==> config.mk <==
export PLATFORM = sky130hd
export DESIGN_NAME = cnt_cmd_gen
export DESIGN_NICKNAME = d
export VERILOG_FILES = /design/src/rtl/cnt_cmd_pkg.sv /design/src/rtl/cmd_fifo.sv /design/src/rtl/cnt_cmd_gen.sv
export SDC_FILE = /design/constraint.sdc
export NUM_CORES = 1
export LEC_CHECK = 0
export ABC_AREA = 1
export CAP_MARGIN = 25
export CORE_UTILIZATION = 50
export DETAILED_ROUTE_END_ITERATION = 10
export GPL_TIMING_DRIVEN = 0
export PLACE_DENSITY = 0.7
export SLEW_MARGIN = 20
export SYNTH_ARGS = -nofsm -noshare
export SYNTH_HDL_FRONTEND = slang
export SYNTH_SLANG_ARGS = --single-unit
==> constraint.sdc <==
create_clock -name clk -period 3.1 [get_ports clk]
set_input_delay 0.465 -clock clk [delete_from_list [all_inputs] [get_ports clk]]
set_output_delay 0.465 -clock clk [all_outputs]
set_load 0.02 [all_outputs]
==> src/rtl/cnt_cmd_pkg.sv <==
// Shared types for the counter command initiator: op codes, FSM states, command layout.
// Optional statistics counter is enabled by defining CNT_CMD_GEN_STAT_EN.
package cnt_cmd_pkg;

  localparam int CMD_DATA_W = 4;
  localparam int CMD_REP_W  = 4;

  typedef enum logic [1:0] {
    OP_LOAD = 2'b00,
    OP_INC  = 2'b01,
    OP_DEC  = 2'b10,
    OP_RSVD = 2'b11
  } op_e;

  typedef enum logic {
    ST_IDLE = 1'b0,
    ST_RUN  = 1'b1
  } state_e;

  // Queue word layout, most significant field first: {op, data, rep}.
  typedef struct packed {
    op_e                   op;
    logic [CMD_DATA_W-1:0] data;
    logic [CMD_REP_W-1:0]  rep;
  } cmd_t;

endpackage

==> src/rtl/cmd_fifo.sv <==
// Show-ahead synchronous command queue with full/empty flags; depth must be a power of 2.
module cmd_fifo #(
  parameter int DEPTH = 4,
  parameter int W     = 10
) (
  input  logic         clk,
  input  logic         reset_n,
  input  logic         push,
  input  logic         pop,
  input  logic [W-1:0] wdata,
  output logic [W-1:0] rdata,
  output logic         full,
  output logic         empty
);

  localparam int AW = $clog2(DEPTH);

  logic [AW-1:0] wr_ptr_q, wr_ptr_d;
  logic [AW-1:0] rd_ptr_q, rd_ptr_d;
  logic [AW:0]   count_q, count_d;
  logic [W-1:0]  mem_q [DEPTH];
  logic          do_push, do_pop;

  assign full    = (count_q == (AW+1)'(DEPTH));
  assign empty   = (count_q == '0);
  // A push is refused while full even if a pop happens on the same edge.
  assign do_push = push & ~full;
  assign do_pop  = pop & ~empty;
  assign rdata   = mem_q[rd_ptr_q];

  always_comb begin
    wr_ptr_d = wr_ptr_q;
    rd_ptr_d = rd_ptr_q;
    count_d  = count_q;
    if (do_push) wr_ptr_d = wr_ptr_q + AW'(1);
    if (do_pop)  rd_ptr_d = rd_ptr_q + AW'(1);
    if (do_push && !do_pop) count_d = count_q + (AW+1)'(1);
    else if (!do_push && do_pop) count_d = count_q - (AW+1)'(1);
  end

  always_ff @(posedge clk or negedge reset_n) begin
    if (!reset_n) begin
      wr_ptr_q <= '0;
      rd_ptr_q <= '0;
      count_q  <= '0;
    end else begin
      wr_ptr_q <= wr_ptr_d;
      rd_ptr_q <= rd_ptr_d;
      count_q  <= count_d;
    end
  end

  always_ff @(posedge clk) begin
    if (do_push) mem_q[wr_ptr_q] <= wdata;
  end

endmodule

==> src/rtl/cnt_cmd_gen.sv <==
// Command initiator driving a load/inc/dec counter from a queue of repeatable commands.
// Define CNT_CMD_GEN_STAT_EN to add the saturating completed-command counter stat_cmds.
module cnt_cmd_gen
  import cnt_cmd_pkg::*;
#(
  parameter int WIDTH      = 4,
  parameter int REP_W      = 4,
  parameter int FIFO_DEPTH = 4
) (
  input  logic             clk,
  input  logic             reset_n,
  input  logic             cmd_valid,
  output logic             cmd_ready,
  input  logic [1:0]       cmd_op,
  input  logic [WIDTH-1:0] cmd_data,
  input  logic [REP_W-1:0] cmd_rep,
  output logic             load,
  output logic             inc,
  output logic [WIDTH-1:0] d_in,
  output logic             cnt_en,
  output logic             busy,
  output logic             done
`ifdef CNT_CMD_GEN_STAT_EN
  ,
  output logic [7:0]       stat_cmds
`endif
);

  localparam int FW = 2 + WIDTH + REP_W;

  state_e             state_q, state_d;
  logic [REP_W-1:0]   rep_q, rep_d;
  logic               load_q, load_d;
  logic               inc_q, inc_d;
  logic [WIDTH-1:0]   d_in_q, d_in_d;
  logic               cnt_en_q, cnt_en_d;
  logic               done_q, done_d;

  logic               fifo_full, fifo_empty, fifo_pop, take;
  logic [FW-1:0]      fifo_rdata;
  op_e                head_op;
  logic [WIDTH-1:0]   head_data;
  logic [REP_W-1:0]   head_rep;

  cmd_fifo #(.DEPTH(FIFO_DEPTH), .W(FW)) u_fifo (
    .clk     (clk),
    .reset_n (reset_n),
    .push    (cmd_valid),
    .pop     (fifo_pop),
    .wdata   ({cmd_op, cmd_data, cmd_rep}),
    .rdata   (fifo_rdata),
    .full    (fifo_full),
    .empty   (fifo_empty)
  );

  assign head_op   = op_e'(fifo_rdata[FW-1 -: 2]);
  assign head_data = fifo_rdata[REP_W +: WIDTH];
  assign head_rep  = fifo_rdata[REP_W-1:0];

  // Handshake: a command transfers on a rising edge where cmd_valid && cmd_ready.
  assign cmd_ready = ~fifo_full;
  assign busy      = (state_q == ST_RUN) | ~fifo_empty;
  assign load      = load_q;
  assign inc       = inc_q;
  assign d_in      = d_in_q;
  assign cnt_en    = cnt_en_q;
  assign done      = done_q;

  always_comb begin
    state_d  = state_q;
    rep_d    = rep_q;
    load_d   = load_q;
    inc_d    = inc_q;
    d_in_d   = d_in_q;
    cnt_en_d = cnt_en_q;
    done_d   = 1'b0;
    fifo_pop = 1'b0;
    take     = 1'b0;

    unique case (state_q)
      ST_IDLE: take = ~fifo_empty;
      ST_RUN: begin
        if (rep_q != '0) begin
          rep_d  = rep_q - REP_W'(1);
          done_d = (rep_q == REP_W'(1));
        end else if (!fifo_empty) begin
          take = 1'b1;
        end else begin
          state_d  = ST_IDLE;
          load_d   = 1'b0;
          inc_d    = 1'b0;
          d_in_d   = '0;
          cnt_en_d = 1'b0;
        end
      end
      default: state_d = ST_IDLE;
    endcase

    // Popping loads the next command's encoding straight into the output registers,
    // so consecutive commands run with no gap; a reserved op only costs its pop cycle.
    if (take) begin
      fifo_pop = 1'b1;
      state_d  = ST_RUN;
      rep_d    = head_rep;
      done_d   = (head_rep == '0);
      cnt_en_d = 1'b1;
      load_d   = 1'b0;
      inc_d    = 1'b0;
      d_in_d   = '0;
      unique case (head_op)
        OP_LOAD: begin
          load_d = 1'b1;
          d_in_d = head_data;
        end
        OP_INC: inc_d = 1'b1;
        OP_DEC: begin
        end
        default: begin
          state_d  = ST_IDLE;
          rep_d    = '0;
          done_d   = 1'b0;
          cnt_en_d = 1'b0;
        end
      endcase
    end
  end

  always_ff @(posedge clk or negedge reset_n) begin
    if (!reset_n) begin
      state_q  <= ST_IDLE;
      rep_q    <= '0;
      load_q   <= 1'b0;
      inc_q    <= 1'b0;
      d_in_q   <= '0;
      cnt_en_q <= 1'b0;
      done_q   <= 1'b0;
    end else begin
      state_q  <= state_d;
      rep_q    <= rep_d;
      load_q   <= load_d;
      inc_q    <= inc_d;
      d_in_q   <= d_in_d;
      cnt_en_q <= cnt_en_d;
      done_q   <= done_d;
    end
  end

`ifdef CNT_CMD_GEN_STAT_EN
  logic [7:0] stat_q, stat_d;

  always_comb begin
    stat_d = stat_q;
    if (done_q && (stat_q != 8'hFF)) stat_d = stat_q + 8'd1;
  end

  always_ff @(posedge clk or negedge reset_n) begin
    if (!reset_n) stat_q <= 8'd0;
    else          stat_q <= stat_d;
  end

  assign stat_cmds = stat_q;
`endif

endmodule

==> key figures <==
Status
  – Status: finished, final reports clean

Power
  – Maximum VDD drop: 0.000613 V
  – Pleak: 0.00136 uW
  – Power density over cell area: 1020 nW/um2

Floorplan
  – I/O pin count: 23
  – Starting Density: 52.1%
  – Chip Width: 75.2 um
  – Total die area: 5650 um2
  – Total core area: 5140 um2
  – Chip Height: 75.2 um
  – Rows: 26

Critical path
  – CP Data Arrival Time: 2050 ps
  – Setup crit start kind: register
  – Kind of critical path: reg -> out
  – Peak fanout along the critical path: 8
  – Worst EP required: 2630 ps
  – Worst setup EP type: output pin

Timing
  – Slew Limit Fails: 0
  – Final min period: 2520 ps
  – RSZ-0062 raised after global routing: false
  – Fmax: 397 MHz
  – Fin crit share: 81.2%
  – Endpoints failing hold: 0
  – Setup Skew: 9.32 ps
  – Final TNS setup: 0 ps
  – Slew @ Worst Pin: 898 ps
  – Final setup fails: 0
  – Max-slew headroom: 40.0%

Yosys
  – Area leader, netlist: edfxtp_1
  – Synth area leaders: edfxtp_1 (45%), dfrtp_1 (19%), nand2_1 (8.0%)
  – Seq cells post-synth: 60
  – Seq/Total Area, Yosys: 63.6%
  – Netlist cell types: 30
  – Synth Instances: 244
  – Avg Inst Size Synth: 11.0 um2
  – YS warnings: 0
  – Mapped Nets: 266
  – Cell Area, Synth: 2680 um2
  – Yosys top cell area share: 44.9%

Global routing
  – Largest net degree at the start of global routing: 21
  – First-pass GRT wire length: 7610 um
  – Total track usage: 19.7%
  – Vias in the first global route: 1620
  – Gr ovfl total: 0
  – Initial antenna violation count: 0

Placement
  – Placer Congestion: 0.789
  – IO Port Bufs: 22
  – Post-DP HPWL: 3390 um

Hold path
  – Hold WC Path Type: reg -> reg

Layout
  – Antenna cell count: 0
  – Layout cell share with drive strength beyond 1: 14.7%
  – Post-layout util: 62.8%
  – Layout area overhead: 20.5%
  – Leading cell type in the layout, fill and taps excluded: nand2_1
  – Most frequent cells in the layout: nand2_1 (57), edfxtp_1 (40), clkdlybuf4s50_1 (22)
  – # fillers: 430
  – Footprint of the multi-input gates: 838 um2
  – Fin nets: 303
  – Sequential Area: 1700 um2

Clock network
  – Clk slew on worst S/H paths: 70 ps
  – Clock Path Buffers: 2
  – H-tree depth: 3
  – Post_cts resized: 0
  – Post-CTS Hold Buffers: 0
  – Clk root buf: clkbuf_8
  – Clock net sink count: 60
  – CTS tree: built
  – TritonCTS buffer count: 9
  – Post-CTS setup repair buffer count: 0
  – Clk_lat worst skew: 330 ps

Detailed routing
  – WL/cell: 13.5 um
  – DRT antenna net count: 0
  – Via count: 1761
  – Via density: 4.95
  – DR DRC count: 0
  – Iter 0 DRT Violations: 104
  – Pre-antenna DRT Iters: 4
  – Final WL: 4810 um

Run
  – Max Cap Violations: 0
[state kept, by name (all words and copies together), names as in the netlist]
signal / count
cnt_en: 1
done: 1
u_fifo.mem_q: 40
inc: 1
u_fifo.rd_ptr_q: 2
u_fifo.count_q: 3
u_fifo.wr_ptr_q: 2
rep_q: 4
state_q: 1
load: 1
d_in: 4
[routing by layer]
metal | GRT usage (%) | vias to the layer above | share of wire (%)
li1 | - | 896 | -
met1 | 23.9 | 820 | 44
met2 | 32.1 | 36 | 49
met3 | 4.82 | 9 | 4.2
met4 | 11.9 | 0 | 2.3
met5 | 0 | - | 0
[kinds of logic (layout without fill, tap and decap cells)]
family                   count (synthesis)  in the layout  synth area share [%]
buffers and inverters                   29             71                  5.10
AND/OR/NAND/NOR                        108            108                  18.3
flip-flops                              60             60                  63.6
AO/OA/AOI/OAI                           33             33                  6.87
XOR/XNOR                                 5              5                  1.64
adder cells (fa/ha/maj)                  9              9                  4.49
[worst max-delay path, cell delays in order (launching register included)]
cell	delay (ps)
dfrtp_1	430
inv_1	90
nand3_1	160
nor2_1	410
inv_1	80
clkdlybuf4s50_1	540
[cells in the mapped netlist]
library cell / n
clkbuf_4: 1
inv_1: 20
edfxtp_1: 40
buf_2: 1
dfrtp_1: 20
ha_1: 8
o21bai_2: 1
nand3_1: 15
xor2_1: 4
a21oi_1: 6
o21bai_1: 1
or2_2: 1
xnor2_1: 1
nand2_4: 2
o21ai_0: 14
nand3_2: 3
inv_2: 3
buf_4: 2
a21boi_1: 1
nor2_4: 1
o31ai_1: 1
nor2_1: 20
nand4_1: 2
nand2_2: 5
fa_1: 1
o22ai_1: 4
nand2_1: 57
o21ai_1: 5
nor2_2: 2
buf_6: 2
[power breakdown]
part / internal, uW / leakage (uW) / switching [uW]
sequential: 1110 / 0.000611 / 126
combinational: 515 / 0.000642 / 825
clock: 427 / 0.000108 / 277
total: 2050 / 0.00136 / 1230
[metrics by stage]
stage,instance area [um2],instances,setup slack [ps],hold WS (ps),total power (uW)
finish,3230,356,583,534,3280
global route,3230,356,448,556,3520
CTS,3220,355,556,536,3310
detailed placement,3010,339,783,520,2590
global placement,2980,336,730,504,2540
floorplan,2680,244,1100,169,2180
[final cells by class]
type	count	area share, %
clock buffers	16	6.56
repair buffers	26	7.76
multi-input cells	155	26.0
plain buffers	6	1.55
flip-flops and latches	60	52.8
well taps	70	2.72
inverters	23	2.68
[path summary, 6_finish.rpt]
kind / slack [ps] / cells past startpoint / endpoint / start
hold / removal: 530 / 2 / cnt_en / cnt_en
max in group asynchronous: 1900 / 1 / u_fifo.rd_ptr_q[0] / reset_n
setup / recovery: 580 / 5 / busy / u_fifo.count_q[0]
min in group asynchronous: 630 / 1 / u_fifo.wr_ptr_q[0] / reset_n
setup reg to reg: 940 / 11 / u_fifo.count_q[2] / rep_q[0]
hold reg to reg: 530 / 2 / cnt_en / cnt_en
Power figures use the tool's default switching activity.
